$ cat src/rtl/sos_pkg.sv
// Shared types and defaults for the SOS beacon sequencer and its timer.
// Latency: n/a (declarations only).
// Backpressure: n/a (declarations only).
package sos_pkg;

  typedef enum logic [2:0] {
    ST_IDLE = 3'd0,
    ST_S1   = 3'd1,
    ST_GAP1 = 3'd2,
    ST_O    = 3'd3,
    ST_GAP2 = 3'd4,
    ST_S2   = 3'd5,
    ST_FGAP = 3'd6
  } state_e;

  localparam logic [15:0] T1MS_DEF          = 16'd49_999;
  localparam logic [9:0]  LETTER_GAP_MS_DEF = 10'd150;
  localparam logic [9:0]  FRAME_GAP_MS_DEF  = 10'd1000;

  // Buzzer lines are active low, so silence is a 1.
  localparam logic BUZZ_OFF = 1'b1;

  function automatic logic is_gap(state_e s);
    return (s == ST_GAP1) || (s == ST_GAP2) || (s == ST_FGAP);
  endfunction

endpackage

$ cat src/rtl/sos_sequencer_if.sv
// Bundle of enable, letter-generator handshakes, buzzer lines and frame status.
// Latency: n/a (wiring only).
// Backpressure: start levels are held until the matching done pulse.
interface sos_sequencer_if;
  logic       enable;
  logic       s_done_sig;
  logic       o_done_sig;
  logic       s_pin_out;
  logic       o_pin_out;
  logic       s_start_sig;
  logic       o_start_sig;
  logic       pin_out;
  logic       busy;
  logic       frame_done;
  logic [7:0] frame_cnt;

  // Sequencer side.
  modport slave (
    input  enable, s_done_sig, o_done_sig, s_pin_out, o_pin_out,
    output s_start_sig, o_start_sig, pin_out, busy, frame_done, frame_cnt
  );

  // Board / generator side.
  modport master (
    output enable, s_done_sig, o_done_sig, s_pin_out, o_pin_out,
    input  s_start_sig, o_start_sig, pin_out, busy, frame_done, frame_cnt
  );
endinterface

$ cat src/rtl/ms_timer.sv
// Millisecond interval timer: tick prescaler plus ms counter with exact-match expiry.
// Latency: expired is combinational on the last cycle of a limit x (T1MS+1) window.
// Backpressure: none; counts only while run is high, clear wins over run.
module ms_timer
  import sos_pkg::*;
#(
  parameter logic [15:0] T1MS = T1MS_DEF
) (
  input  logic       clk,
  input  logic       rst_n,
  input  logic       clear,
  input  logic       run,
  input  logic [9:0] limit,
  output logic       expired
);

  logic [15:0] tick_q, tick_d;
  logic [9:0]  ms_q, ms_d;
  logic        tick_wrap;

  assign tick_wrap = (tick_q == T1MS);

  // Expires on the final cycle of the window so the owner leaves after exactly limit ms.
  assign expired = run && tick_wrap && ((ms_q + 10'd1) == limit);

  // Advance the prescaler every running cycle and the ms count at each prescaler wrap.
  always_comb begin
    tick_d = tick_q;
    ms_d   = ms_q;
    if (clear) begin
      tick_d = '0;
      ms_d   = '0;
    end else if (run) begin
      if (tick_wrap) begin
        tick_d = '0;
        ms_d   = ms_q + 10'd1;
      end else begin
        tick_d = tick_q + 16'd1;
      end
    end
  end

  // Counter registers.
  always_ff @(posedge clk or negedge rst_n) begin
    if (!rst_n) begin
      tick_q <= '0;
      ms_q   <= '0;
    end else begin
      tick_q <= tick_d;
      ms_q   <= ms_d;
    end
  end

endmodule

$ cat src/rtl/sos_sequencer.sv
// Orders the S and O letter generators into S-O-S frames with timed letter/frame silences.
// Latency: every output is registered; done sampled at edge k updates state and starts at k+1.
// Backpressure: start levels hold until the active generator's done; enable only sampled at frame boundaries.
module sos_sequencer
  import sos_pkg::*;
#(
  parameter logic [15:0] T1MS          = T1MS_DEF,
  parameter logic [9:0]  LETTER_GAP_MS = LETTER_GAP_MS_DEF,
  parameter logic [9:0]  FRAME_GAP_MS  = FRAME_GAP_MS_DEF
) (
  input logic            clk,
  input logic            rst_n,
  sos_sequencer_if.slave bus
);

  localparam logic LETTER_GAP_ON = (LETTER_GAP_MS != 10'd0);
  localparam logic FRAME_GAP_ON  = (FRAME_GAP_MS != 10'd0);

  state_e     state_q, state_d;
  logic       s_start_q, s_start_d;
  logic       o_start_q, o_start_d;
  logic       pin_out_q, pin_out_d;
  logic       busy_q, busy_d;
  logic       frame_done_q, frame_done_d;
  logic [7:0] frame_cnt_q, frame_cnt_d;
  logic       s_acc, o_acc;
  logic       tmr_clear, tmr_run, tmr_expired;
  logic [9:0] tmr_limit;

  // Only the generator that currently owns the sequence may end its letter.
  assign s_acc = bus.s_done_sig && ((state_q == ST_S1) || (state_q == ST_S2));
  assign o_acc = bus.o_done_sig && (state_q == ST_O);

  // The timer restarts on every state change, so each gap begins from zero.
  assign tmr_run   = is_gap(state_q);
  assign tmr_clear = (state_d != state_q);
  assign tmr_limit = (state_q == ST_FGAP) ? FRAME_GAP_MS : LETTER_GAP_MS;

  ms_timer #(.T1MS(T1MS)) u_ms_timer (
    .clk     (clk),
    .rst_n   (rst_n),
    .clear   (tmr_clear),
    .run     (tmr_run),
    .limit   (tmr_limit),
    .expired (tmr_expired)
  );

  // Next state: letters advance on their own done, gaps on timer expiry.
  always_comb begin
    state_d = state_q;
    case (state_q)
      ST_IDLE: if (bus.enable) state_d = ST_S1;
      ST_S1:   if (s_acc) state_d = LETTER_GAP_ON ? ST_GAP1 : ST_O;
      ST_GAP1: if (tmr_expired) state_d = ST_O;
      ST_O:    if (o_acc) state_d = LETTER_GAP_ON ? ST_GAP2 : ST_S2;
      ST_GAP2: if (tmr_expired) state_d = ST_S2;
      ST_S2: begin
        if (s_acc) begin
          if (!bus.enable)  state_d = ST_IDLE;
          else              state_d = FRAME_GAP_ON ? ST_FGAP : ST_S1;
        end
      end
      ST_FGAP: if (tmr_expired) state_d = bus.enable ? ST_S1 : ST_IDLE;
      default: state_d = ST_IDLE;
    endcase
  end

  // Output decode for the registers; S start drops for a cycle after any S done so the
  // generator parks even when S2 chains straight into S1.
  always_comb begin
    s_start_d    = ((state_d == ST_S1) || (state_d == ST_S2)) && !s_acc;
    o_start_d    = (state_d == ST_O);
    busy_d       = (state_d != ST_IDLE);
    frame_done_d = s_acc && (state_q == ST_S2);
    frame_cnt_d  = frame_cnt_q + {7'd0, frame_done_d};
    pin_out_d    = BUZZ_OFF;
    case (state_q)
      ST_S1, ST_S2: pin_out_d = bus.s_pin_out;
      ST_O:         pin_out_d = bus.o_pin_out;
      default:      pin_out_d = BUZZ_OFF;
    endcase
  end

  // State and registered outputs.
  always_ff @(posedge clk or negedge rst_n) begin
    if (!rst_n) begin
      state_q      <= ST_IDLE;
      s_start_q    <= 1'b0;
      o_start_q    <= 1'b0;
      pin_out_q    <= BUZZ_OFF;
      busy_q       <= 1'b0;
      frame_done_q <= 1'b0;
      frame_cnt_q  <= '0;
    end else begin
      state_q      <= state_d;
      s_start_q    <= s_start_d;
      o_start_q    <= o_start_d;
      pin_out_q    <= pin_out_d;
      busy_q       <= busy_d;
      frame_done_q <= frame_done_d;
      frame_cnt_q  <= frame_cnt_d;
    end
  end

  assign bus.s_start_sig = s_start_q;
  assign bus.o_start_sig = o_start_q;
  assign bus.pin_out     = pin_out_q;
  assign bus.busy        = busy_q;
  assign bus.frame_done  = frame_done_q;
  assign bus.frame_cnt   = frame_cnt_q;

endmodule

$ cat src/flat_wrapper.sv
// flat-port wrapper written by rule: the top's interface ports become plain ports
module sos_sequencer_flat import sos_pkg::*;
#(
  parameter logic [15:0] T1MS          = T1MS_DEF,
  parameter logic [9:0]  LETTER_GAP_MS = LETTER_GAP_MS_DEF,
  parameter logic [9:0]  FRAME_GAP_MS  = FRAME_GAP_MS_DEF
)
  (clk, rst_n, bus_enable, bus_s_done_sig, bus_o_done_sig, bus_s_pin_out, bus_o_pin_out, bus_s_start_sig, bus_o_start_sig, bus_pin_out, bus_busy, bus_frame_done, bus_frame_cnt);
  sos_sequencer_if bus_i ();
  input logic clk;
  input logic rst_n;
  input wire logic [$bits(bus_i.enable)-1:0] bus_enable;
  input wire logic [$bits(bus_i.s_done_sig)-1:0] bus_s_done_sig;
  input wire logic [$bits(bus_i.o_done_sig)-1:0] bus_o_done_sig;
  input wire logic [$bits(bus_i.s_pin_out)-1:0] bus_s_pin_out;
  input wire logic [$bits(bus_i.o_pin_out)-1:0] bus_o_pin_out;
  output wire logic [$bits(bus_i.s_start_sig)-1:0] bus_s_start_sig;
  output wire logic [$bits(bus_i.o_start_sig)-1:0] bus_o_start_sig;
  output wire logic [$bits(bus_i.pin_out)-1:0] bus_pin_out;
  output wire logic [$bits(bus_i.busy)-1:0] bus_busy;
  output wire logic [$bits(bus_i.frame_done)-1:0] bus_frame_done;
  output wire logic [$bits(bus_i.frame_cnt)-1:0] bus_frame_cnt;
  assign bus_i.enable = bus_enable;
  assign bus_i.s_done_sig = bus_s_done_sig;
  assign bus_i.o_done_sig = bus_o_done_sig;
  assign bus_i.s_pin_out = bus_s_pin_out;
  assign bus_i.o_pin_out = bus_o_pin_out;
  assign bus_s_start_sig = bus_i.s_start_sig;
  assign bus_o_start_sig = bus_i.o_start_sig;
  assign bus_pin_out = bus_i.pin_out;
  assign bus_busy = bus_i.busy;
  assign bus_frame_done = bus_i.frame_done;
  assign bus_frame_cnt = bus_i.frame_cnt;
  sos_sequencer #(.T1MS(T1MS), .LETTER_GAP_MS(LETTER_GAP_MS), .FRAME_GAP_MS(FRAME_GAP_MS)) u_core (.clk(clk), .rst_n(rst_n), .bus(bus_i));
endmodule
$ cat config.mk
export PLATFORM = sky130hd
export DESIGN_NAME = sos_sequencer_flat
export DESIGN_NICKNAME = d
export VERILOG_FILES = /design/src/rtl/sos_pkg.sv /design/src/rtl/sos_sequencer_if.sv /design/src/rtl/ms_timer.sv /design/src/rtl/sos_sequencer.sv /design/src/flat_wrapper.sv
export SDC_FILE = /design/constraint.sdc
export NUM_CORES = 1
export LEC_CHECK = 0
export ABC_CLOCK_PERIOD_IN_PS = 3020
export CELL_PAD_IN_SITES_DETAIL_PLACEMENT = 1
export CELL_PAD_IN_SITES_GLOBAL_PLACEMENT = 1
export CORE_ASPECT_RATIO = 1.4
export CORE_MARGIN = 10
export CORE_UTILIZATION = 40
export CTS_BUF_LIST = sky130_fd_sc_hd__clkbuf_16
export DETAILED_ROUTE_END_ITERATION = 6
export PLACE_DENSITY_LB_ADDON = 0.1
export SYNTH_ARGS = -nofsm -noshare
export SYNTH_HDL_FRONTEND = slang
export SYNTH_SLANG_ARGS = --single-unit
$ cat constraint.sdc
create_clock -name clk -period 3.02 [get_ports clk]
set_input_delay 0.604 -clock clk [delete_from_list [all_inputs] [get_ports clk]]
set_output_delay 0.604 -clock clk [all_outputs]
set_load 0.005 [all_outputs]
# Yosys cells after proc, flatten, opt, wreduce, memory -nomap -nowiden
# Index checks and enable logic that the tools add are counted.
word_totals:
  elab_cells: 59
  regBits: 42
classes:
  mux: 18
  n_addsub: 3
  n_eq_ne: 12
  reduce_logical: 17
ops:
  columns: ["op", "count"]
  rows:
  - ["$mux 16", 3]
  - ["$mux 10", 4]
  - ["$mux 3", 8]
  - ["$pmux 3 s7", 1]
  - ["$add 16x1->16 const B", 1]
  - ["$eq 16x16->1 const B", 1]
  - ["$eq 3x3->1 const B", 4]
  - ["$add 10x1->10 const B", 1]
  - ["$eq 10x10->1", 1]
  - ["$eq 3x2->1 const B", 3]
  - ["$add 8x1->8", 1]
  - ["$eq 3x1->1 const B", 2]
  - ["$logic_and 1x1->1", 6]
  - ["$logic_or 1x1->1", 4]
  - ["$reduce_bool 2->1", 2]
  - ["$logic_not 3->1", 1]
  - ["$ne 3x3->1", 1]
  - ["$reduce_bool 3->1", 1]
  - ["$pmux 1 s2", 1]
  - ["$reduce_and 2->1", 1]
  - ["$reduce_or 2->1", 1]
  - ["$logic_not 1->1", 1]
  - ["$mux 1", 1]

# Longest topological paths before layout
depth:
  depth_word: 10
  depth_mapped: 10
  mapped_depth_nobuf: 8

# By module
# From an unflattened synthesis, not the netlist that was laid out.
hier_totals:
  cells_unflattened: 260
  hier_area_um2: 2454.9
modules_own_cells:
  columns: ["mod", "area_per_inst_um2", "instances", "cells_each"]
  rows:
  - ["ms_timer", 1672.9, 1, 187]
  - ["sos_sequencer", 782.0, 1, 73]

# Least setup slack after synthesis
# OpenSTA, ideal clock, no wires.
synth_timing:
  path_kind: "register to register"
  startpoint: "reg u_core.u_ms_timer.tick_q[4]"
  endpoint: "reg u_core.u_ms_timer.tick_q[14]"
  path_buffers: 1
  required_ns: 2.887
  stages_incl_launch_ff: 9
  setup_time_ns: 0.133
  arrival_ns: 2.421
  setup_slack_ns: 0.465
  path_cell_list: "dfrtp_1 -> or4b_4 -> nor3_4 -> or4b_1 -> a2111oi_2 -> nand3_2 -> o21ai_2 -> buf_6 -> nor3_1"
synth_via:
  elab_chain_len: 7
synth_rtl:
  columns: ["item", "line", "source"]
  rows:
  - ["from (decl)", "ms_timer.sv:17", "logic [15:0] tick_q, tick_d;"]
  - ["from (signal assigned)", "ms_timer.sv:49", "tick_q <= tick_d;"]
  - ["$eq 16x16->1", "ms_timer.sv:21", "assign tick_wrap = (tick_q == T1MS);"]
  - ["$logic_and 1x1->1 (2 in a row)", "ms_timer.sv:24", "assign expired = run && tick_wrap && ((ms_q + 10'd1) == limit);"]
  - ["$mux 3, on equally long branches", "sos_sequencer.sv:63, sos_sequencer.sv:54, sos_sequencer.sv:56", null]
  - ["$pmux 3 s7", "sos_sequencer.sv:51", "case (state_q)"]
  - ["$ne 3x3->1", "sos_sequencer.sv:36", "assign tmr_clear = (state_d != state_q);"]
  - ["$mux 16 or $reduce_bool 2->1 (tied branches)", null, null]
# Several ways; a longest one is shown, not always the timed one. The select of a mux whose other input is x is not followed.
# A chain may end at the register's enable or synchronous reset.

# Worst setup path in the final report
# Ends and elaborated chain as after synthesis.

==> flow_metrics.env <==
export IMPL_max_cap_violations=0
export IMPL_p_int_uw=867
export IMPL_fin_crit_sh_pct=91.3
export IMPL_worstSetupEndpointType="flip-flop"
export IMPL_status="finished clean"
export IMPL_viasPerCell=5.71
export IMPL_ys_async_sr_fraction_pct=100
export IMPL_cts_setup_buffers=0
export IMPL_cts_sink_count=42
export IMPL_power_share_clock_pct=46.7
export IMPL_initial_core_util_pct=41.4
export IMPL_synth_seq_cells=42
export IMPL_synth_top_area_cell="dfrtp_1"
export IMPL_slew_viol_final=0
export IMPL_hold_violations=0
export IMPL_relSlewSlack_pct=35.3
export IMPL_cp_start_kind="flip-flop"
export IMPL_worst_path_max_fanout=20
export IMPL_synth_area_leaders="dfrtp_1 42%, nor2_1 4.9%, nand2_1 4.6%"
export IMPL_place_congestion=0.805
export IMPL_synth_cells=270
export IMPL_cp_arrival_ns=2.92
export IMPL_setup_worst_path_class="reg2reg"
export IMPL_routed_wl_met2_um=3280
export IMPL_antenna_diode_count=0
export IMPL_yosysWarnings=0
export IMPL_avgRoutedWirePerCell_um=16.8
export IMPL_cts_tree="built"
export IMPL_drt_iter0_drc=90
export IMPL_power_per_cell_area_nw_per_um2=390
export IMPL_reg2reg_slack_ns=0.26
export IMPL_dr_wl_met3_um=144
export IMPL_die_area_um2=9630
export IMPL_dpl_cell_count=347
export IMPL_die_h_um=112
export IMPL_synth_edf_count=0
export IMPL_met1_length_um=2390
export IMPL_clock_latency_ns=0.29
export IMPL_ys_seq_area_share_pct=43.3
export IMPL_syn_nets=281
export IMPL_power_share_switching_pct=20.6
export IMPL_r2r_start="u_core.u_ms_timer.tick_q[4]"
export IMPL_ant_nets=0
export IMPL_syn_area_um2=2430
export IMPL_nets=295
export IMPL_pwr_share_comb_pct=1.8
export IMPL_area_delta_synth_final_pct=15.4
export IMPL_antenna_found_initial=0
export IMPL_htree_levels=2
export IMPL_drtPass1Iterations=4
export IMPL_finish_instance_area_um2=2800
export IMPL_rows=33
export IMPL_clock_skew_ns=0.00802
export IMPL_setup_tns_ns=0
export IMPL_reg2reg_depth=8
export IMPL_min_period_ns=2.76
export IMPL_worstHoldPathType="in2async"
export IMPL_clockBufferDepth=2
export IMPL_drc=0
export IMPL_grt_ovfl_total=0
export IMPL_grt_pass1_wl_um=10300
export IMPL_worst_pin_slew_ns=0.971
export IMPL_critPathRequiredTime_ns=3.19
export IMPL_p_switching_uw=225
export IMPL_syn_area_per_cell_um2=8.99
export IMPL_leakage_nw=1.26
export IMPL_grt_use_total_pct=12.8
export IMPL_synth_top_cell_area_share_pct=42.2
export IMPL_grt_max_degree=43
export IMPL_synth_cell_types=51
export IMPL_cts_buffers=5
export IMPL_ir_drop_mv=0.199
export IMPL_pin_count=20
export IMPL_setup_viol=0
export IMPL_synth_flop_cell="dfrtp_1"
export IMPL_grt_pass1_vias=2166
export IMPL_drive_above_1_share_pct=8.07
export IMPL_cts_root_buf="clkbuf_16"
export IMPL_num_vias=2026
export IMPL_wl_um=5960
export IMPL_clk_pin_slew_ns=0.06
export IMPL_placed_cell_area_um2=2660
export IMPL_dp_hpwl_um=4310
export IMPL_max_freq_mhz=363
export IMPL_io_buffers=19
export IMPL_fp_coreArea_um2=5860
export IMPL_highest_layer="met4"
export IMPL_rsz0062_at_grt="no"
export IMPL_seqPwrFrac_pct=51.5
export IMPL_r2r_end="u_core.u_ms_timer.tick_q[14]"
export IMPL_final_cells=355
export IMPL_die_x_um=85.9
-- synthesized netlist by cell type, types with 3 or more instances --
master	n
nand2_1	30
and3_1	10
clkbuf_1	8
dfrtp_1	41
nand3_1	11
a21oi_1	16
buf_2	3
inv_1	6
xnor2_1	11
ha_1	4
nor4_1	3
nor3_1	8
nor2_1	32
nor3b_1	4
a21o_1	4
nand4_1	8
o21ai_0	13
o211ai_1	3
xor2_1	12
-- timing repair --
| item | CTS | global route |
|---|---|---|
| hold buffers | 0 | 0 |
| endpoints found under the setup margin | 0 | 2 |
| gates resized for setup | 0 | 2 |
-- worst max path at each step --
| stage | slack, ns | to | startpoint | cells past startpoint |
|---|---|---|---|---|
| after global placement | 0.29 | u_core.u_ms_timer.tick_q[14] | u_core.u_ms_timer.tick_q[4] | 8 |
| after global routing | 0.04 | u_core.bus.busy | u_core.u_ms_timer.ms_q[0] | 8 |
| after floorplan | 0.47 | u_core.u_ms_timer.tick_q[14] | u_core.u_ms_timer.tick_q[4] | 8 |
| after CTS | 0.23 | u_core.bus.busy | u_core.u_ms_timer.ms_q[0] | 8 |
| final | 0.26 | u_core.u_ms_timer.tick_q[14] | u_core.u_ms_timer.tick_q[4] | 8 |
| after detailed placement | 0.26 | u_core.u_ms_timer.tick_q[15] | u_core.u_ms_timer.tick_q[4] | 8 |
-- sequential cells by signal, indices dropped and copies added (netlist names) --
signal	count
u_core.state_q	3
u_core.bus.s_start_sig	1
u_core.u_ms_timer.ms_q	10
u_core.bus.pin_out	1
u_core.u_ms_timer.tick_q	16
u_core.bus.frame_done	1
u_core.bus.o_start_sig	1
u_core.bus.busy	1
u_core.bus.frame_cnt	8
-- power groups by stage --
stage | Clock [mW] | Combinational (mW) | Sequential [mW]
after floorplan | 0 | 0.000985 | 0.573
final | 0.510 | 0.0199 | 0.563
after CTS | 0.527 | 0.0212 | 0.563
after global placement | 0 | 0.0212 | 0.573
after detailed placement | 0 | 0.0213 | 0.573
after global routing | 0.543 | 0.0225 | 0.562
-- layout by cell type, fill, tap and decap left out, drive strengths merged, types with 3 or more instances in the layout --
cell,n
xnor2,11
xor2,12
nor2,32
ha,4
nor4,3
a2111oi,3
and3,12
nand2,30
or3,3
a21oi,16
nor3b,4
inv,9
nor3,10
clkbuf,5
a21o,4
or4b,3
nand3,12
clkdlybuf4s50,18
o21ai,14
buf,3
dfrtp,41
nand4,8
o211ai,4
-- kinds of logic after synthesis --
| logic type | share of synthesized area (%) |
|---|---|
| XOR/XNOR | 8.29 |
| buffers and inverters | 3.86 |
| AND/OR/NAND/NOR | 29.3 |
| flip-flops | 43.3 |
| adder cells (fa/ha/maj) | 2.06 |
| AO/OA/AOI/OAI | 13.1 |
-- critical path, cell delays in order (launching register included) --
cell and delay [ns]:
dfrtp_1 0.42, or4b_4 0.56, nor3_4 0.26, or4b_1 0.49, a2111oi_2 0.27, nand3_2 0.18
o21ai_2 0.20, buf_12 0.18, nor3_1 0.06
-- per-layer routing --
layer  global-route usage, %  vias up
li1                        -      986
met1                    13.4     1005
met2                    24.0       25
met3                    2.46       10
met4                    5.29        0
met5                       0        -
-- area by class of cell --
class	count	area, um^2
clock buffers	5	125
clock inverters	3	11.3
fillers	696	3060
inverters	6	22.5
multi-input cells	208	1290
flip-flops and latches	42	1050
well taps	70	87.6
repair buffers	21	213
-- per-stage QoR --
step                      setup slack (ns)  util (%)  hold WS (ns)  power (mW)
final                                0.262      47.8         0.470        1.09
after global routing                0.0424      47.8         0.485        1.13
after CTS                            0.232      47.7         0.477        1.11
after detailed placement             0.265      45.3         0.466       0.594
after global placement               0.294      45.3         0.460       0.594
after floorplan                      0.465         -         0.308       0.574
(Power assumes the default switching activity.)
